==> src/rtl/mem_access_unit.sv <==
// LEGv8 load/store unit: splits 64-bit register loads/stores into one or two
// 32-bit word accesses on the data memory and returns the assembled result.
module mem_access_unit #(
  parameter int ADDR_W = 8,
  parameter int WORD_W = 32
) (
  input  logic              clk,
  input  logic              reset,
  input  logic              req_valid,
  output logic              req_ready,
  input  logic              req_write,
  input  logic              req_dword,
  input  logic              req_signed,
  input  logic [63:0]       req_addr,
  input  logic [63:0]       req_wdata,
  output logic              resp_valid,
  input  logic              resp_ready,
  output logic [63:0]       resp_rdata,
  output logic              resp_err,
  output logic              mem_read_flag,
  output logic              mem_write_flag,
  output logic [ADDR_W-1:0] mem_addr,
  output logic [WORD_W-1:0] mem_wdata,
  input  logic [WORD_W-1:0] mem_rdata
);

  typedef enum logic [2:0] {IDLE, LO, HI, WAIT, DONE} state_t;

  state_t state, next_state;

  logic [ADDR_W-1:0] addr_q;
  logic [63:0]       wdata_q;
  logic              write_q, dword_q, signed_q;
  logic [WORD_W-1:0] lo_q, lo_d;

  logic              accept, req_err;
  logic              req_ready_d, resp_valid_d, resp_err_d;
  logic [63:0]       resp_rdata_d;
  logic              rd_d, wr_d;
  logic [ADDR_W-1:0] addr_d;
  logic [WORD_W-1:0] wdata_d;

  assign accept  = req_valid && req_ready;
  assign req_err = (req_dword ? (req_addr[2:0] != 3'b000) : (req_addr[1:0] != 2'b00))
                 || (req_addr[63:ADDR_W+2] != '0);

  // Outputs are registered, so each branch computes what the outputs must
  // show during the state being entered.
  always_comb begin
    next_state   = state;
    lo_d         = lo_q;
    resp_valid_d = resp_valid;
    resp_err_d   = resp_err;
    resp_rdata_d = resp_rdata;
    rd_d         = 1'b0;
    wr_d         = 1'b0;
    addr_d       = mem_addr;
    wdata_d      = mem_wdata;
    case (state)
      IDLE: begin
        if (accept) begin
          if (req_err) begin
            next_state   = DONE;
            resp_valid_d = 1'b1;
            resp_err_d   = 1'b1;
            resp_rdata_d = '0;
          end else begin
            next_state = LO;
            addr_d     = req_addr[ADDR_W+1:2];
            wr_d       = req_write;
            rd_d       = !req_write;
            if (req_write) wdata_d = req_wdata[WORD_W-1:0];
          end
        end
      end
      LO: begin
        if (dword_q) begin
          next_state = HI;
          addr_d     = addr_q + ADDR_W'(1);
          wr_d       = write_q;
          rd_d       = !write_q;
          if (write_q) wdata_d = wdata_q[2*WORD_W-1:WORD_W];
        end else if (write_q) begin
          next_state   = DONE;
          resp_valid_d = 1'b1;
          resp_rdata_d = '0;
        end else begin
          next_state = WAIT;
        end
      end
      HI: begin
        if (write_q) begin
          next_state   = DONE;
          resp_valid_d = 1'b1;
          resp_rdata_d = '0;
        end else begin
          next_state = WAIT;
          lo_d       = mem_rdata;
        end
      end
      WAIT: begin
        next_state   = DONE;
        resp_valid_d = 1'b1;
        if (dword_q)
          resp_rdata_d = {mem_rdata, lo_q};
        else
          resp_rdata_d = {{(64-WORD_W){signed_q & mem_rdata[WORD_W-1]}}, mem_rdata};
      end
      DONE: begin
        if (resp_ready) begin
          next_state   = IDLE;
          resp_valid_d = 1'b0;
          resp_err_d   = 1'b0;
          resp_rdata_d = '0;
        end
      end
      default: next_state = IDLE;
    endcase
    req_ready_d = (next_state == IDLE);
  end

  always_ff @(posedge clk) begin
    if (reset) begin
      state          <= IDLE;
      req_ready      <= 1'b1;
      resp_valid     <= 1'b0;
      resp_err       <= 1'b0;
      resp_rdata     <= '0;
      mem_read_flag  <= 1'b0;
      mem_write_flag <= 1'b0;
      mem_addr       <= '0;
      mem_wdata      <= '0;
      lo_q           <= '0;
      addr_q         <= '0;
      wdata_q        <= '0;
      write_q        <= 1'b0;
      dword_q        <= 1'b0;
      signed_q       <= 1'b0;
    end else begin
      state          <= next_state;
      req_ready      <= req_ready_d;
      resp_valid     <= resp_valid_d;
      resp_err       <= resp_err_d;
      resp_rdata     <= resp_rdata_d;
      mem_read_flag  <= rd_d;
      mem_write_flag <= wr_d;
      mem_addr       <= addr_d;
      mem_wdata      <= wdata_d;
      lo_q           <= lo_d;
      if (accept) begin
        addr_q   <= req_addr[ADDR_W+1:2];
        wdata_q  <= req_wdata;
        write_q  <= req_write;
        dword_q  <= req_dword;
        signed_q <= req_signed;
      end
    end
  end

endmodule

==> config.mk <==
export PLATFORM = sky130hd
export DESIGN_NAME = mem_access_unit
export DESIGN_NICKNAME = d
export VERILOG_FILES = /design/src/rtl/mem_access_unit.sv
export SDC_FILE = /design/constraint.sdc
export NUM_CORES = 1
export LEC_CHECK = 0
export ABC_AREA = 1
export BUFFER_PORTS_ARGS = -buffer_cell sky130_fd_sc_hd__buf_4
export CAP_MARGIN = 25
export CELL_PAD_IN_SITES_DETAIL_PLACEMENT = 2
export CELL_PAD_IN_SITES_GLOBAL_PLACEMENT = 2
export CORE_UTILIZATION = 27
export CTS_BUF_LIST = sky130_fd_sc_hd__clkbuf_4
export CTS_CLUSTER_DIAMETER = 30
export CTS_CLUSTER_SIZE = 30
export DETAILED_ROUTE_END_ITERATION = 10
export GPL_ROUTABILITY_DRIVEN = 0
export PLACE_DENSITY = 0.89
export SLEW_MARGIN = 40
export SYNTH_ARGS = -nofsm -noshare
export SYNTH_HDL_FRONTEND = slang
export SYNTH_SLANG_ARGS = --single-unit
==> constraint.sdc <==
create_clock -name clk -period 1.7 [get_ports clk]
set_input_delay 0.085 -clock clk [delete_from_list [all_inputs] [get_ports clk]]
set_output_delay 0.085 -clock clk [all_outputs]
set_load 0.01 [all_outputs]
==> impl_metrics.xml <==
<?xml version="1.0" encoding="UTF-8"?>
<metrics>
  <group name="pwr">
    <metric name="power.ir.vdd_worst" unit="uV">407</metric>
    <metric name="leakage" unit="uW">0.00544</metric>
    <metric name="powerDensity" unit="nW/um^2">718</metric>
  </group>
  <group name="worst_setup_path">
    <metric name="cp_data_arrival_time" unit="ns">2.25</metric>
    <metric name="ff2ff_setup_slack" unit="ns">-0.04</metric>
    <metric name="reg2regPathDepth" unit="">10</metric>
    <metric name="worst_setup_path_type" unit="">reg -&gt; reg</metric>
    <metric name="reg2reg_from" unit="">state[1]</metric>
    <metric name="critical_path_peak_fanout" unit="">12</metric>
    <metric name="regToRegEndpoint" unit="">resp_rdata[53]</metric>
    <metric name="element_type_at_the_critical_path_start" unit="">flip-flop</metric>
    <metric name="crit_required" unit="ns">2.21</metric>
    <metric name="setup.worst_path.end_class" unit="">flip-flop</metric>
  </group>
  <group name="global_routing">
    <metric name="initial_antenna_violation_count" unit="">5</metric>
    <metric name="groute.usage.overall" unit="">0.255</metric>
    <metric name="grt_first_pass_wirelength" unit="mm">60.4</metric>
    <metric name="largest_net_degree_at_the_start_of_global_routing" unit="">78</metric>
    <metric name="grt_overflow" unit="">0</metric>
    <metric name="first_global_vias" unit="">10700</metric>
  </group>
  <group name="placed_design">
    <metric name="place_inst" unit="">1746</metric>
    <metric name="dp.final_hpwl" unit="mm">22.1</metric>
    <metric name="numPortBuffers" unit="">275</metric>
  </group>
  <group name="timing">
    <metric name="max_slew_margin" unit="">0.631</metric>
    <metric name="rsz0062_at_grt" unit="">true</metric>
    <metric name="finalHoldViolCount" unit="">0</metric>
    <metric name="max_clk_rate" unit="MHz">576</metric>
    <metric name="worst-slew-pin-transition" unit="ns">0.554</metric>
    <metric name="finClkSkew" unit="ns">0.0319</metric>
    <metric name="finalCriticalPeriod" unit="ns">1.74</metric>
    <metric name="setup_viol" unit="">1</metric>
    <metric name="timing.final.ws_setup" unit="ns">-0.0368</metric>
    <metric name="finalCritPeriodShare" unit="">1.02</metric>
    <metric name="final.setup.tns" unit="ns">-0.0368</metric>
    <metric name="timing.final.max_slew_violations" unit="">0</metric>
  </group>
  <group name="status">
    <metric name="status" unit="">finished with violations</metric>
    <metric name="failed_checks" unit="">negative setup slack</metric>
  </group>
  <group name="yosys">
    <metric name="synth.yosys.seq_area_share" unit="">0.468</metric>
    <metric name="synth_top_family_by_area" unit="">simple AND/OR/NAND/NOR gates</metric>
    <metric name="synth-adder-area-share" unit="">0.00156</metric>
    <metric name="synth_compound_gate_area_share" unit="">0.210</metric>
    <metric name="syn-num-nets" unit="">1304</metric>
    <metric name="post_synth_and_or_nand_nor_area_fraction" unit="">0.223</metric>
    <metric name="synthDistinctLibCells" unit="">27</metric>
    <metric name="syn_inst" unit="">1136</metric>
    <metric name="mappedNetlistArea" unit="sq um">8000</metric>
    <metric name="ys_ff_latch" unit="">187</metric>
    <metric name="avg_synthesized_cell_area" unit="sq um">7.04</metric>
    <metric name="yosys.area_share.xor_xnor" unit="">0.00109</metric>
    <metric name="synth.mux.area_fraction" unit="">0</metric>
    <metric name="yosysWarnings" unit="">0</metric>
  </group>
  <group name="final_layout">
    <metric name="final_layout_size_suffix_gt1_frac" unit="">0.255</metric>
    <metric name="regArea" unit="sq um">3760</metric>
    <metric name="flow.area_growth_from_synthesis" unit="%">54.4</metric>
    <metric name="multiInputGateArea" unit="sq um">3570</metric>
    <metric name="fin_nets" unit="">1670</metric>
    <metric name="final.fill_count" unit="">3262</metric>
    <metric name="final_util" unit="">0.427</metric>
    <metric name="mostFrequentLayoutCells" unit="">sky130_fd_sc_hd__buf_4, sky130_fd_sc_hd__nand2_1, sky130_fd_sc_hd__dfxtp_1, sky130_fd_sc_hd__nor2_1, sky130_fd_sc_hd__a21oi_1</metric>
    <metric name="finalNonFillerCells" unit="">1906</metric>
    <metric name="layout.cells.most_common" unit="">sky130_fd_sc_hd__buf_4</metric>
  </group>
  <group name="floorplan">
    <metric name="dieArea" unit="sq um">30300</metric>
    <metric name="die_height" unit="microns">174</metric>
    <metric name="boundaryPins" unit="">276</metric>
    <metric name="rows" unit="">62</metric>
    <metric name="die_w" unit="microns">174</metric>
    <metric name="core" unit="sq um">28900</metric>
    <metric name="initial_util" unit="">0.277</metric>
  </group>
  <group name="clock_tree">
    <metric name="cts_buffers" unit="">17</metric>
    <metric name="clk_pin_slew" unit="ns">0.19</metric>
    <metric name="cts_buffer_depth" unit="">2</metric>
    <metric name="tritoncts_clock_tree" unit="">done</metric>
    <metric name="worst_skew_pair.late_latency" unit="ns">0.59</metric>
    <metric name="clkSinkCount" unit="">187</metric>
    <metric name="clock_tree.htree_level_count" unit="">4</metric>
    <metric name="cts_root_buf" unit="">sky130_fd_sc_hd__clkbuf_4</metric>
  </group>
  <group name="worst_hold_path">
    <metric name="hold_path.class" unit="">in -&gt; reg</metric>
    <metric name="worstHoldStart" unit="">req_valid</metric>
    <metric name="hold-path-cell-count" unit="">5</metric>
    <metric name="min_delay_worst_endpoint" unit="">state[0]</metric>
  </group>
  <group name="detailed_routing">
    <metric name="count_of_routing_violations_after_the_opening_detailed_route_iteration" unit="">435</metric>
    <metric name="drt-pass1-iter-count" unit="">4</metric>
    <metric name="ant_nets" unit="">0</metric>
    <metric name="wl_per_cell" unit="microns">21.6</metric>
    <metric name="drc" unit="">0</metric>
    <metric name="num_vias" unit="">9527</metric>
    <metric name="detailed_route_vias_per_instance" unit="">5.00</metric>
    <metric name="totalWireLength" unit="mm">41.2</metric>
  </group>
  <group name="run">
    <metric name="cap_violations" unit="">0</metric>
  </group>
</metrics>
## metrics by stage
step                total power [uW]  cell area [sq um]  hold slack (ns)  setup WS [ns]
floorplan                       5230               8000            0.213          0.209
global placement                5820              10600            0.345         0.0405
detailed placement              5880              10600            0.351        -0.0983
CTS                             8760              12100           0.0323        -0.0667
global route                    9230              12300           0.0297        -0.0789
finish                          8870              12400           0.0600        -0.0368
## cell families (layout without fill, tap and decap cells)
family,after synthesis,in the layout
flops,187,187
other cells,0,7
compound gates,318,318
simple gates,440,440
fa+ha+maj,1,1
xor+xnor,1,1
buf+inv,189,568
## per-layer routing
layer	track usage	share of wire	vias up
li1	-	-	4429
met1	0.265	0.38	4746
met2	0.495	0.55	262
met3	0.0494	0.041	90
met4	0.105	0.036	0
met5	0	0	-
## area by class of cell
cell class,count,share of cell area
flip-flops and latches,187,0.304
clock inverters,13,0.0121
diodes,7,0.00142
repair buffers,427,0.310
multi-input cells,760,0.289
inverters,109,0.0332
clock buffers,19,0.0115
well taps,384,0.0389
## where the power goes
| group | switching, uW | total, uW | internal, uW |
|---|---|---|---|
| Clock | 1820 | 2650 | 828 |
| Sequential | 67.2 | 4560 | 4500 |
| Combinational | 891 | 1660 | 768 |
| Total | 2780 | 8870 | 6090 |
## cell usage after synthesis
master                     count  share of area
sky130_fd_sc_hd__nand3_1      16          0.010
sky130_fd_sc_hd__o21ai_1       5         0.0031
sky130_fd_sc_hd__xor2_1        1         0.0011
sky130_fd_sc_hd__nor2_1      143          0.067
sky130_fd_sc_hd__nor3_1        2         0.0013
sky130_fd_sc_hd__o21bai_1      1        0.00094
sky130_fd_sc_hd__ha_1          1         0.0016
sky130_fd_sc_hd__nand4_1      34          0.027
sky130_fd_sc_hd__buf_4         8         0.0075
sky130_fd_sc_hd__nand2_2       3         0.0023
sky130_fd_sc_hd__o211ai_1     32          0.030
sky130_fd_sc_hd__or2_2         2         0.0016
sky130_fd_sc_hd__clkinv_1      1        0.00047
sky130_fd_sc_hd__o21ai_0     139          0.087
sky130_fd_sc_hd__buf_6         2         0.0028
sky130_fd_sc_hd__o22ai_1       1        0.00078
sky130_fd_sc_hd__a21oi_1     139          0.087
sky130_fd_sc_hd__inv_1       103          0.048
sky130_fd_sc_hd__inv_2         5         0.0023
sky130_fd_sc_hd__nand2_4       1         0.0014
sky130_fd_sc_hd__and2_0        1        0.00078
sky130_fd_sc_hd__clkbuf_1     48          0.023
sky130_fd_sc_hd__nand2_1     238           0.11
sky130_fd_sc_hd__buf_1         4         0.0019
sky130_fd_sc_hd__dfxtp_1     187           0.47
sky130_fd_sc_hd__buf_2        18          0.011
sky130_fd_sc_hd__a21oi_2       1         0.0011
## worst max path at each step
| stage | from | endpoint | slack, ns | cells past startpoint |
|---|---|---|---|---|
| floorplan | state[2] | resp_rdata[10] | 0.21 | 11 |
| global placement | req_addr[51] | resp_rdata[31] | 0.04 | 12 |
| detailed placement | state[2] | mem_wdata[14] | -0.1 | 11 |
| CTS | state[2] | resp_rdata[30] | -0.07 | 9 |
| global route | state[2] | resp_rdata[53] | -0.08 | 9 |
| finish | state[1] | resp_rdata[53] | -0.04 | 10 |
## worst max-delay path, cell delays in order, from the launching register on
cell and delay (ns):
sky130_fd_sc_hd__dfxtp_4 0.39, sky130_fd_sc_hd__nor2_4 0.15, sky130_fd_sc_hd__nand2_4 0.08, sky130_fd_sc_hd__buf_6 0.12, sky130_fd_sc_hd__o21ai_1 0.16, sky130_fd_sc_hd__nor3_1 0.09, sky130_fd_sc_hd__nand2_2 0.08, sky130_fd_sc_hd__buf_12 0.15
sky130_fd_sc_hd__buf_12 0.15, sky130_fd_sc_hd__nand2_1 0.07, sky130_fd_sc_hd__a21oi_1 0.23
## repair_timing
item,in CTS,in global routing
hold buffers,109,0
hold endpoints to repair,182,0
resized for setup,13,26
buffers inserted,2,3
setup endpoints to repair,88,94
pin swaps,1,10
gates cloned,2,5
## flip-flops by register name (all words and copies together), names as in the netlist
signal          flops
mem_write_flag      1
mem_read_flag       1
write_q             1
addr_q              8
resp_rdata         64
mem_addr            8
state               3
resp_valid          1
resp_err            1
dword_q             1
signed_q            1
wdata_q            32
lo_q               32
req_ready           1
mem_wdata          32
No activity file was read; power rests on OpenSTA's default activity.
